--- config.mk ---
export PLATFORM = sky130hd
export DESIGN_NAME = apb_spi_tx_fifo
export DESIGN_NICKNAME = d
export VERILOG_FILES = /design/src/rtl/apb_spi_tx_fifo.sv
export SDC_FILE = /design/constraint.sdc
export NUM_CORES = 1
export LEC_CHECK = 0
export ABC_AREA = 1
export ABC_CLOCK_PERIOD_IN_PS = 6700
export BUFFER_PORTS_ARGS = -buffer_cell sky130_fd_sc_hd__buf_2
export CAP_MARGIN = 10
export CORE_UTILIZATION = 55
export CTS_CLUSTER_SIZE = 28
export DETAILED_ROUTE_END_ITERATION = 6
export PLACE_DENSITY = 0.76
export SYNTH_ARGS = -nofsm -noshare
export SYNTH_HDL_FRONTEND = slang
export SYNTH_SLANG_ARGS = --single-unit
--- constraint.sdc ---
create_clock -name clk -period 6.7 [get_ports clk]
set_clock_uncertainty 0.1 [all_clocks]
set_input_delay 0.335 -clock clk [delete_from_list [all_inputs] [get_ports clk]]
set_output_delay 0.335 -clock clk [all_outputs]
set_load 0.02 [all_outputs]
--- src/rtl/apb_spi_tx_fifo.sv ---
`default_nettype none
// +--------------------------------------------------------------------------+
// | Module   : apb_spi_tx_fifo                                               |
// | Purpose  : APB3 slave buffering bytes in a TX FIFO and dispatching them  |
// |            to a write-only SPI shifter over a start/busy handshake.      |
// |            Define APB_SPI_TX_FIFO_IRQ_EN to add the level-threshold irq. |
// | Revision : 1.0  initial release                                          |
// +--------------------------------------------------------------------------+
module apb_spi_tx_fifo #(
  parameter int DEPTH = 16,
  parameter int GAP   = 0
) (
  input  logic        clk,
  input  logic        rst_i,
  input  logic        psel,
  input  logic        penable,
  input  logic        pwrite,
  input  logic [7:0]  paddr,
  input  logic [31:0] pwdata,
  output logic [31:0] prdata,
  output logic        pready,
  output logic        pslverr,
  output logic        spi_start,
  output logic [7:0]  spi_data,
  output logic        spi_msb,
`ifdef APB_SPI_TX_FIFO_IRQ_EN
  output logic        irq,
`endif
  input  logic        spi_busy
);

  localparam int AW = $clog2(DEPTH) + 1;
  localparam int IW = AW - 1;

  localparam logic [1:0] S_IDLE = 2'd0;
  localparam logic [1:0] S_ACK  = 2'd1;
  localparam logic [1:0] S_RUN  = 2'd2;
  localparam logic [1:0] S_GAPW = 2'd3;

  localparam logic [1:0] A_CTRL   = 2'd0;
  localparam logic [1:0] A_DATA   = 2'd1;
  localparam logic [1:0] ACK_LAST = 2'd3;
  localparam logic [7:0] GAP_LAST = (GAP > 0) ? 8'(GAP - 1) : 8'd0;

  logic [1:0]    state;
  logic [1:0]    state_nx;
  logic [AW-1:0] wr_ptr;
  logic [AW-1:0] rd_ptr;
  logic [AW-1:0] level;
  logic [8:0]    level9;
  logic [7:0]    mem [DEPTH];
  logic [7:0]    head;
  logic          ctrl_msb;
  logic          ovf;
  logic [7:0]    data_q;
  logic          msb_q;
  logic [1:0]    ack_cnt;
  logic [7:0]    gap_cnt;
  logic          irq_en_q;
  logic [3:0]    thr_q;

  logic acc_wr;
  logic ctrl_wr;
  logic data_wr;
  logic flush;
  logic empty;
  logic full;
  logic pop;
  logic push;
  logic ovf_set;
  logic unused_bits;

  assign acc_wr  = psel & penable & pwrite;
  assign ctrl_wr = acc_wr & (paddr[3:2] == A_CTRL);
  assign data_wr = acc_wr & (paddr[3:2] == A_DATA);
  assign flush   = ctrl_wr & pwdata[5];

  assign level  = wr_ptr - rd_ptr;
  assign level9 = 9'(level);
  assign empty  = (wr_ptr == rd_ptr);
  assign full   = (wr_ptr[AW-1] != rd_ptr[AW-1]) && (wr_ptr[IW-1:0] == rd_ptr[IW-1:0]);
  assign head   = mem[rd_ptr[IW-1:0]];

  // A pop frees a slot in the same cycle, so a write to a full FIFO still lands.
  assign pop     = (state == S_IDLE) & ~empty;
  assign push    = data_wr & ~flush & (~full | pop);
  assign ovf_set = data_wr & ~flush & full & ~pop;

  assign pready      = psel & penable;
  assign pslverr     = 1'b0;
  assign unused_bits = ^{paddr, pwdata};

  always_ff @(posedge clk or negedge rst_i) begin
    if (!rst_i) begin
      wr_ptr <= '0;
      rd_ptr <= '0;
    end else if (flush) begin
      wr_ptr <= '0;
      rd_ptr <= '0;
    end else begin
      if (push) wr_ptr <= wr_ptr + AW'(1);
      if (pop)  rd_ptr <= rd_ptr + AW'(1);
    end
  end

  always_ff @(posedge clk) begin
    if (push) mem[wr_ptr[IW-1:0]] <= pwdata[7:0];
  end

  always_ff @(posedge clk or negedge rst_i) begin
    if (!rst_i) begin
      ctrl_msb <= 1'b0;
      ovf      <= 1'b0;
    end else begin
      if (ctrl_wr) ctrl_msb <= pwdata[0];
      if (ctrl_wr && pwdata[4]) ovf <= 1'b0;
      else if (ovf_set)         ovf <= 1'b1;
    end
  end

  // Byte and bit order are frozen at dispatch and held until the next start.
  always_ff @(posedge clk or negedge rst_i) begin
    if (!rst_i) begin
      data_q <= 8'd0;
      msb_q  <= 1'b0;
    end else if (pop) begin
      data_q <= head;
      msb_q  <= ctrl_msb;
    end
  end

  always_ff @(posedge clk or negedge rst_i) begin
    if (!rst_i) begin
      ack_cnt <= 2'd0;
      gap_cnt <= 8'd0;
    end else begin
      ack_cnt <= (state == S_ACK)  ? ack_cnt + 2'd1 : 2'd0;
      gap_cnt <= (state == S_GAPW) ? gap_cnt + 8'd1 : 8'd0;
    end
  end

  always_ff @(posedge clk or negedge rst_i) begin
    if (!rst_i) state <= S_IDLE;
    else        state <= state_nx;
  end

  always_comb begin
    state_nx = state;
    case (state)
      S_IDLE: if (!empty) state_nx = S_ACK;
      S_ACK:  if (spi_busy || ack_cnt == ACK_LAST) state_nx = S_RUN;
      S_RUN:  if (!spi_busy) state_nx = (GAP == 0) ? S_IDLE : S_GAPW;
      S_GAPW: if (gap_cnt == GAP_LAST) state_nx = S_IDLE;
      default: state_nx = S_IDLE;
    endcase
  end

  // The start pulse carries the head byte directly so it can issue the cycle after busy falls.
  always_comb begin
    spi_start = pop;
    spi_data  = pop ? head : data_q;
    spi_msb   = pop ? ctrl_msb : msb_q;
  end

`ifdef APB_SPI_TX_FIFO_IRQ_EN
  always_ff @(posedge clk or negedge rst_i) begin
    if (!rst_i) begin
      irq_en_q <= 1'b0;
      thr_q    <= 4'd0;
      irq      <= 1'b0;
    end else begin
      if (ctrl_wr) begin
        irq_en_q <= pwdata[8];
        thr_q    <= pwdata[15:12];
      end
      irq <= irq_en_q & (level9 <= 9'(thr_q)) & ((state == S_IDLE) | (level != '0) | ovf);
    end
  end
`else
  assign irq_en_q = 1'b0;
  assign thr_q    = 4'd0;
`endif

  always_comb begin
    prdata = 32'd0;
    if (psel && !pwrite && paddr[3:2] == A_CTRL) begin
      prdata[0]     = ctrl_msb;
      prdata[1]     = (state != S_IDLE) | ~empty;
      prdata[2]     = full;
      prdata[3]     = empty;
      prdata[4]     = ovf;
      prdata[8]     = irq_en_q;
      prdata[15:12] = thr_q;
      prdata[24:16] = level9;
    end
  end

endmodule
`default_nettype wire

==> metrics, run 1 <==
Synth area leaders=edfxtp_1 (51%), dfrtp_1 (11%), nand2_1 (9.4%), nand3_1 (7.1%), inv_1 (5.2%); initial core utilization=a little under three fifths; count leader, synth=nand2_1; switch share=between 30% and 40%; die outline area=0.0141 mm^2; clock period minus final worst setup slack=about 3.8 ns; post-synthesis cell area=approximately 0.0075 mm^2; vias in the first global route=5090; mux contribution to synthesized area=0%; TritonCTS clock tree=yes; row count=42; clk buf depth=2; asr flop ratio synth=20.5%; part of the cycle the worst path needs=56.2%; CP Launch Type=flop; max cap viols=0; DP Wirelength=9.66 mm; Synth cell types=33; Ports=90; Pint=~2.0 mW; VDD IR max=0.321 mV; GRT Total Usage=24.0%; IO Port Bufs=36; cell count of the worst reg-to-reg path=10; Setup violations, final=0; cell area power density=between 300 and 400 mW/mm^2; sequential share of power=36.9%; layout cells sized above 1=between 10% and 20%; Wirelength per Cell=16.0 um; CP required=6.26 ns; post-synth top area share=51.1%; DR vias/cell=between 5 and 6; die width=119 um; synthesized area per cell=9.80 um^2; Setup Total Neg Slack=0 ns; worst path bufs/invs=4; die height=roughly 120 um; Setup CP Type=flop to primary output; Crit Path Max Fanout=35; final net count=855; RSZ-0062 raised after global routing=false; Worst slew margin=23.1%; EDFF count, synth=128; failing checks=DRC; Critical Path AT=3.33 ns; WL final=15.8 mm; H-Tree Depth=4; synthesis warning total=0; area leader, netlist=edfxtp_1; initial antenna violation count=0; family with the most delay on the worst path=buffers and inverters; Worst path slowest cell=inv_2; R2R setup slack=3.28 ns; CP peak stage delay=around 0.60 ns; Main synth FF type=edfxtp_1; Syn Inst Count=767; Switch Pwr=between 1 and 1.5 mW; P&R area growth vs syn=9.92%; RR Endpoint=mem[7][4]$_DFFE_PP_; maximum clock rate=roughly 0.27 GHz; #FFs+latches synth=161; CTS sink count=approximately 160; fin. max-slew vios=0; largest net degree at the start of global routing=69; Post-synth top cells=nand2_1 (188), edfxtp_1 (128), nand3_1 (107), inv_1 (105), nor2_1 (62); CTS root buf=clkbuf_16; post-detailed-route count of antenna-violating nets=0; Leak=between 3 and 4 nW; Post-CTS Setup Bufs=0; HP Class=input port to flop; adder-cell share of the synthesized area=2.26%; hold_sp=paddr[3]; CP Cell Sequence=buf_4, inv_2, ha_1, nand2_2, nor2_4, nand2_2, nand2_4, inv_4, nand2_1, nor2_1, a21oi_1, buf_2; Clock Power Share=between 20% and 30%; CP dominant cell by count=nand2_2; largest family of logic cells by synthesized area=simple AND/OR/NAND/NOR gates; post-synthesis xor/xnor area fraction=0.466%; Least-Margin Pin Slew=1.15 ns; Compound-Gate Fraction of Synth Area=2.96%; clock slew at reported path FFs=0.06 ns; CP Capture Type=primary output; Gate power share=35.1%; diode count=0; Hold Path Depth=4; hold worst-path end=ovf$_DFFE_PN0P_; worst reg2reg startpoint=rd_ptr[1]$_DFFE_PN0P_; clock latency on the worst-skew pair=about 0.44 ns; Pwr Total=~3.3 mW; outcome=finished with violations; Core ar.=0.0133 mm^2; DRT iter0 DRCs=493; Post-Synth Simple-Gate Area=between 20% and 30%; register area share after synthesis=62.1%; Via Count=5185; DRT Pass-1 Iters=7; global-route wire length before repair=approximately 25 mm; GPL Wtd Cong=0.786; GRT Residual Overflow=0; Residual DRC=3; final-report hold violation count=0; total CTS buffers=17
cell type report:
cell class / count / area [um^2]
Inverter: 113 / 429
Fill cell: 1038 / 5030
Sequential cell: 161 / 4670
Clock inverter: 12 / 118
Tap cell: 176 / 220
Timing Repair Buffer: 39 / 205
Clock buffer: 20 / 437
Multi-Input combinational cell: 464 / 2180
flip-flops by register name, summed over array words and instances (netlist names):
name      count
state         2
ack_cnt       2
rd_ptr        5
ovf           1
wr_ptr        5
data_q        8
gap_cnt       8
ctrl_msb      1
msb_q         1
mem         128
power groups by stage:
| stage | Combinational, mW | Sequential [mW] | Clock [mW] |
|---|---|---|---|
| 5_1_grt | 1.25 | 1.21 | 0.968 |
| 2_1_floorplan | 0.863 | 1.20 | 0 |
| 3_5_place_dp | 1.13 | 1.22 | 0 |
| 3_3_place_gp | 1.09 | 1.22 | 0 |
| 6_report | 1.14 | 1.20 | 0.915 |
| 4_1_cts | 1.14 | 1.20 | 0.921 |
tightest hold or removal path: stages:
cell     delay (ns)
buf_2          0.10
nor2_2         0.05
nand3_1        0.07
o21ai_0        0.07
timing repair:
action                                  CTS  global route
hold buffers                              1             0
resized for setup                         0             0
endpoints found under the setup margin    0             0
hold endpoints to repair                 33             0
per-stage QoR:
stage | instances | hold WS [ns] | setup WS [ns] | area (um^2) | utilization [%]
final | 985 | 0.130 | 2.93 | 8260 | 62.1
after global routing | 985 | 0.147 | 2.84 | 8260 | 62.1
after CTS | 985 | 0.121 | 2.96 | 8260 | 62.1
after detailed placement | 952 | 0.332 | 3.28 | 7700 | 57.9
after global placement | 952 | 0.320 | 3.39 | 7700 | 57.9
after floorplan | 789 | -0.0606 | 4.24 | 7600 | -
cells in the final DEF, fill, tap and decap left out, types with 4 or more instances in the layout:
cell        count
conb_1         23
o21ai_1         5
clkinv_2        4
nor2_1         62
dfrtp_1        32
a21oi_2         6
clkinvlp_4      4
edfxtp_1      128
xor2_1          4
nand2_1       188
o21ai_0         7
buf_2          36
inv_1         105
clkbuf_16      17
nand2_2        12
nand3_1       107
inv_2           5
ha_1           12
a21oi_1        19
nand4_1         4
layer usage:
metal  GRT usage, %  routed length (um)  up-vias
li1               -                   -     2488
met1           29.2                6240     2446
met2           41.1                8070      218
met3           5.84                1130       33
met4           9.34                 332        0
met5              0                   0        -
logic make-up (layout without fill, tap and decap cells):
family	Yosys count	count (layout)
buf+inv	164	184
xor+xnor	4	4
other cells	1	23
flops	161	161
simple gates	385	385
fa+ha+maj	13	13
compound gates	39	39
how the worst max path moves through the flow:
| stage | end | cells past startpoint | slack (ns) | from |
|---|---|---|---|---|
| 3_5_place_dp | mem[6][4]$_DFFE_PP_ | 10 | 3.28 | rd_ptr[1]$_DFFE_PN0P_ |
| 3_3_place_gp | mem[7][4]$_DFFE_PP_ | 10 | 3.39 | rd_ptr[1]$_DFFE_PN0P_ |
| 4_1_cts | spi_data[0] | 12 | 2.96 | rd_ptr[1]$_DFFE_PN0P_ |
| 2_1_floorplan | spi_data[1] | 11 | 4.24 | rd_ptr[2]$_DFFE_PN0P_ |
| 6_report | spi_data[0] | 12 | 2.93 | rd_ptr[1]$_DFFE_PN0P_ |
| 5_1_grt | spi_data[0] | 12 | 2.84 | rd_ptr[1]$_DFFE_PN0P_ |
(Power assumes the default switching activity.)
==> run 2: changes to the inputs <==
ABC_CLOCK_PERIOD_IN_PS = 3500   (was 6700)
clock period = 3.5 ns   (was 6.7 ns; I/O delays follow)
==> run 2 against run 1 <==
Highest routed layer unchanged. Critical path depth shrank 2. Count of clock-buffer cells in the layout down 3. First-iteration DRC count fell by 17%. The flow now finishes without violations.
==> metrics, run 2 (synthesis gave the netlist of run 1 again) <==
outcome=complete, no violations; clock slew at reported path FFs=0.07 ns (about the same); global-route wire length before repair=26.2 mm (+4.2%); clock period minus final worst setup slack=approximately 2.9 ns; P&R area growth vs syn=11.6%; CP Capture Type=primary output; CTS root buf=clkbuf_16; RSZ-0062 raised after global routing=false; Residual DRC=0 (-3); Setup Total Neg Slack=0 ns (unchanged); cell area power density=769 mW/mm^2 (+95%); worst path bufs/invs=2 (-2); IO Port Bufs=36 (unchanged); fin. max-slew vios=0 (unchanged); HP Class=input port to flop; DRT Pass-1 Iters=5 (-2); die outline area=0.0141 mm^2 (unchanged); Via Count=5268 (+1.6%); CP dominant cell by count=nand2_2; clk buf depth=2 (unchanged); Core ar.=0.0133 mm^2 (unchanged); Crit Path Max Fanout=23 (-34%); Largest register FFs=128 (unchanged); DR vias/cell=5.30 (+0.68%); most common cell after layout, fill and taps aside=nand2_1; VDD IR max=0.717 mV (+120%); Min Hold Slack=0.0136 ns (-0.117 ns); initial antenna violation count=0 (unchanged); total CTS buffers=17 (unchanged); Wirelength per Cell=16.6 um (+3.6%); Worst slew margin=43.5% (+20 points); Setup violations, final=0 (unchanged); DRT iter0 DRCs=409 (-17%); WL final=16.5 mm (+4.5%); row count=42 (unchanged); family with the most delay on the worst path=simple AND/OR/NAND/NOR gates; Post-CTS Resized=0 (unchanged); H-Tree Depth=4 (unchanged); largest net degree at the start of global routing=61 (-12%); vias in the first global route=5114 (+0.47%); GRT Residual Overflow=0 (unchanged); die width=119 um (unchanged); layout cells sized above 1=13.3% (+1.3 points); GPL Wtd Cong=0.799 (+1.6%); Setup CP Type=flop to primary output; maximum clock rate=between 0.3 and 0.4 GHz; CTS Hold Buffers Added=3 (+2); clock latency on the worst-skew pair=0.43 ns (about the same); Post-CTS Setup Bufs=0 (unchanged); initial core utilization=56.5% (unchanged); max cap viols=0 (unchanged); diode count=0 (unchanged); part of the cycle the worst path needs=84.2%; TritonCTS clock tree=yes; die height=119 um (unchanged); CTS sink count=161 (unchanged); final net count=864 (+1.1%); CP Cell Sequence=ha_1, nand2_2, nor2_4, nand2_2, nand2_4, inv_4, nand2_1, nor2_1, a21oi_1, buf_2; Pwr Total=6.45 mW (+98%); Ports=90 (unchanged); Critical Path AT=2.67 ns (-0.66 ns); CP required=3.22 ns (-3.04 ns); Least-Margin Pin Slew=0.844 ns (-0.309 ns); post-detailed-route count of antenna-violating nets=0 (unchanged); Worst path slowest cell=dfrtp_1; most frequent cells in the layout=nand2_1 (188), edfxtp_1 (128), nand3_1 (107); DP Wirelength=10.4 mm (+7.4%); CP Launch Type=flop; final-report hold violation count=0 (unchanged); Leak=3.66 nW (+1.9%); GRT Total Usage=25.1% (+1.1 points); CP peak stage delay=0.49 ns (-0.11 ns)
run 2: cell types whose count changed in the layout (fill, tap and decap cells not counted), sizes merged:
| cell | delta |
|---|---|
| buf | +7 |
| clkbuf | -3 |
| inv | +3 |
| dlygate4sd3 | +2 |
| bufinv | +1 |
| clkinv | -1 |
run 2: path summary, 6_finish.rpt:
path	slack, ns	cells after the start	endpoint	startpoint
setup / recovery	0.55	10	spi_data[0]	wr_ptr[2]$_DFFE_PN0P_
hold / removal	0.01	4	ctrl_msb$_DFFE_PN0N_	paddr[2]
hold reg to reg	0.34	1	ack_cnt[0]$_DFF_PN0_	ack_cnt[0]$_DFF_PN0_
min in group asynchronous	0.28	2	ctrl_msb$_DFFE_PN0N_	rst_i
max in group asynchronous	2.45	2	rd_ptr[0]$_DFFE_PN0P_	rst_i
setup reg to reg	0.76	8	mem[5][4]$_DFFE_PP_	wr_ptr[2]$_DFFE_PN0P_
run 2: final cells by class:
type,instances,area [um^2]
inverters,113,429
repair buffers,48,278
clock inverters,15,185
fillers,1028,4900
clock buffers,17,425
well taps,176,220
multi-input cells,464,2180
flip-flops and latches,161,4670
run 2: worst register-to-register path, stage by stage, from the launching register on:
cell and delay, ns:
dfrtp_1 0.49, ha_1 0.43, nand4_1 0.15, nor2_1 0.08, nand2_1 0.08, nand2_2 0.13
inv_4 0.15, nand2_2 0.11, nor2_1 0.66
run 2: layer usage:
metal | global-route usage [%] | up-vias | part of all wire [%]
met3 | 4.31 | 37 | 6.1
li1 | - | 2509 | -
met4 | 11.8 | 0 | 2.7
met1 | 31.4 | 2506 | 40
met2 | 42.6 | 216 | 51
met5 | 0 | - | 0
run 2: power breakdown:
part | internal, mW | switching (mW) | total [mW]
Clock | 1.13 | 0.785 | 1.91
Sequential | 2.20 | 0.0955 | 2.29
Combinational | 0.664 | 1.58 | 2.24
run 2: stage by stage:
step	std cells	utilization [%]	instance area, um^2	setup slack, ns
after floorplan	789	-	7600	1.07
after global placement	959	58.3	7750	0.929
after detailed placement	959	58.3	7750	0.785
after CTS	994	63.1	8390	0.572
after global routing	994	63.1	8390	0.377
final	994	63.1	8390	0.553
==> run 3: changes to the inputs <==
ABC_CLOCK_PERIOD_IN_PS = 2900   (was 3500)
clock period = 2.9 ns   (was 3.5 ns; I/O delays follow)
==> run 3 against run 2 <==
Sequential cell count unchanged. Global-route usage shrank 1.3 points. Sequential share of layout area fell by 0.93 points. Final cell count up 1.7%. Sequential power rose by 20%. Register-to-register slack lost 0.21 ns. Largest power group unchanged. Count of clock-buffer cells in the layout is the same. First-iteration DRC count is 2.9% higher. Die area did not move. Core utilization grew 1.1 points. Clock power grew 19%. Critical endpoint is now spi_data[7].
==> metrics, run 3 (synthesis gave the netlist of run 1 again) <==
P&R area growth vs syn=13.5%; H-Tree Depth=4 (unchanged); switch share=37.6% (-0.50 points); clock period minus final worst setup slack=2.71 ns; post-detailed-route count of antenna-violating nets=0 (unchanged); VDD IR max=0.601 mV (-16%); Clock Power Share=29.3% (-0.4 points); CP Capture Type=primary output; most common cell after layout, fill and taps aside=nand2_1; final-report hold violation count=0 (unchanged); GRT Residual Overflow=0 (unchanged); HP Class=input port to flop; Residual DRC=0 (unchanged); initial core utilization=56.5% (unchanged); Finished Layout Cells=1011 (+1.7%); Setup violations, final=0 (unchanged); TritonCTS clock tree=yes; clock latency on the worst-skew pair=0.42 ns (about the same); routed length on met3=1.15 mm (+13%); DP Wirelength=10.1 mm (-2.6%); Cells after DPL=975 (+1.7%); Via Count=5345 (+1.5%); maximum clock rate=0.369 GHz; CTS sink count=161 (unchanged); global-route wire length before repair=25.2 mm (-3.9%); diode count=0 (unchanged); top sig layer=met4; Critical Path AT=2.47 ns (-0.20 ns); cell area power density=909 mW/mm^2 (+18%); Filler Cell Count=982 (-4.5%); IO Port Bufs=36 (unchanged); die width=119 um (unchanged); Largest register FFs=128 (unchanged); DR vias/cell=5.29 (-0.24%); Crit Path Max Fanout=23 (unchanged); DRT met1 WL=6.22 mm (-5.2%); sequential share of power=35.5% (about the same); largest net degree at the start of global routing=41 (-33%); Switch Pwr=2.92 mW (+19%); Pint=4.84 mW (+21%); Worst slew margin=44.7% (+1.2 points); clock slew at reported path FFs=0.06 ns (about the same); Hold Path Depth=1 (-3); RSZ-0062 raised after global routing=false; die outline area=0.0141 mm^2 (unchanged); Met2 Wirelength=8.27 mm (-2.2%); DRT Pass-1 Iters=5 (unchanged); Core ar.=0.0133 mm^2 (unchanged); GRT Total Usage=23.8% (-1.3 points); CP Launch Type=flop; Gate power share=35.2% (+0.4 points); Pwr Total=7.76 mW (+20%); row count=42 (unchanged); Wirelength per Cell=15.9 um (-4.3%); die height=119 um (unchanged); outcome=complete, no violations; part of the cycle the worst path needs=93.5%; footprint of the multi-input gates=0.00218 mm^2 (unchanged); cell count of the worst reg-to-reg path=9 (+1); clk buf depth=2 (unchanged); CP required=2.65 ns (-0.57 ns); layout cells sized above 1=14.7% (+1.4 points); vias in the first global route=5109 (-0.098%); CTS root buf=clkbuf_16; Ports=90 (unchanged); Setup Total Neg Slack=0 ns (unchanged); Setup CP Type=flop to primary output; most frequent cells in the layout=nand2_1 (188), edfxtp_1 (128), nand3_1 (107); DRT iter0 DRCs=421 (+2.9%); fin. max-slew vios=0 (unchanged); initial antenna violation count=0 (unchanged); storage element area=0.00467 mm^2 (unchanged); Leak=3.75 nW (+2.6%); total CTS buffers=17 (unchanged); max cap viols=0 (unchanged); Least-Margin Pin Slew=0.829 ns (-0.0145 ns); GPL Wtd Cong=0.834 (+4.4%); WL final=16.0 mm (-2.7%); final net count=881 (+2.0%)
[run 3: changes by cell type in the layout (fill, tap and decap cells not counted)]
cell and change:
clkinv_4 -2, inv_8 +1, dlygate4sd3_1 +1, buf_12 +1
clkinvlp_2 +1, clkinv_2 -2, clkinvlp_4 -1, inv_6 +2
buf_4 +15, inv_4 -1, clkinv_1 +2
[run 3: path summary, 6_finish.rpt]
| check | start | slack (ns) | endpoint |
|---|---|---|---|
| worst min register to register | ack_cnt[0]$_DFF_PN0_ | 0.34 | ack_cnt[0]$_DFF_PN0_ |
| max in group asynchronous | rst_i | 1.86 | rd_ptr[0]$_DFFE_PN0P_ |
| worst max register to register | wr_ptr[2]$_DFFE_PN0P_ | 0.55 | mem[11][3]$_DFFE_PP_ |
| worst min-delay path | pwdata[3] | 0.03 | mem[5][3]$_DFFE_PP_ |
| min in group asynchronous | rst_i | 0.26 | gap_cnt[7]$_DFF_PN0_ |
| worst max-delay path | wr_ptr[2]$_DFFE_PN0P_ | 0.19 | spi_data[7] |
[run 3: per-stage QoR]
stage / worst slack, ns / area, um^2 / utilization [%] / hold WS [ns]
2_1_floorplan: 0.470 / 7600 / - / -0.251
3_3_place_gp: 0.631 / 7880 / 59.3 / 0.174
3_5_place_dp: 0.578 / 7880 / 59.3 / 0.193
4_1_cts: 0.122 / 8530 / 64.2 / 0.0198
5_1_grt: 0.0130 / 8530 / 64.2 / 0.0235
6_report: 0.187 / 8530 / 64.2 / 0.0276
[run 3: per-layer routing]
layer	vias up	track usage, %
met5	-	0
met4	0	9.26
li1	2547	-
met1	2511	28.6
met3	36	4.65
met2	251	42.3
[run 3: critical path, stage by stage (launching register included)]
cell	delay (ns)
dfrtp_1	0.47
ha_1	0.41
nand2_2	0.14
nor2_4	0.05
nand2_2	0.09
nand2_4	0.09
inv_6	0.21
nand2_1	0.08
nor2_1	0.19
a21oi_1	0.14
buf_2	0.18
[run 3: repair_timing]
action	CTS	global route
buffers inserted	0	0
setup endpoints to repair	0	2
endpoints found under the hold margin	37	0
hold buffers	4	0
gates resized for setup	0	1
[run 3: final cells by class]
type	instances	area share, %
Multi-Input combinational cell	464	25.6
Clock inverter	15	2.14
Tap cell	176	2.58
Sequential cell	161	54.7
Clock buffer	17	4.99
Inverter	113	5.06
Timing Repair Buffer	65	4.93
[run 3: power groups by stage]
| stage | clock network (mW) | logic, mW | registers [mW] |
|---|---|---|---|
| floorplan | 0 | 1.99 | 2.77 |
| global placement | 0 | 2.61 | 2.79 |
| detailed placement | 0 | 2.69 | 2.80 |
| CTS | 2.29 | 2.72 | 2.75 |
| global route | 2.38 | 3.00 | 2.77 |
| finish | 2.28 | 2.73 | 2.75 |
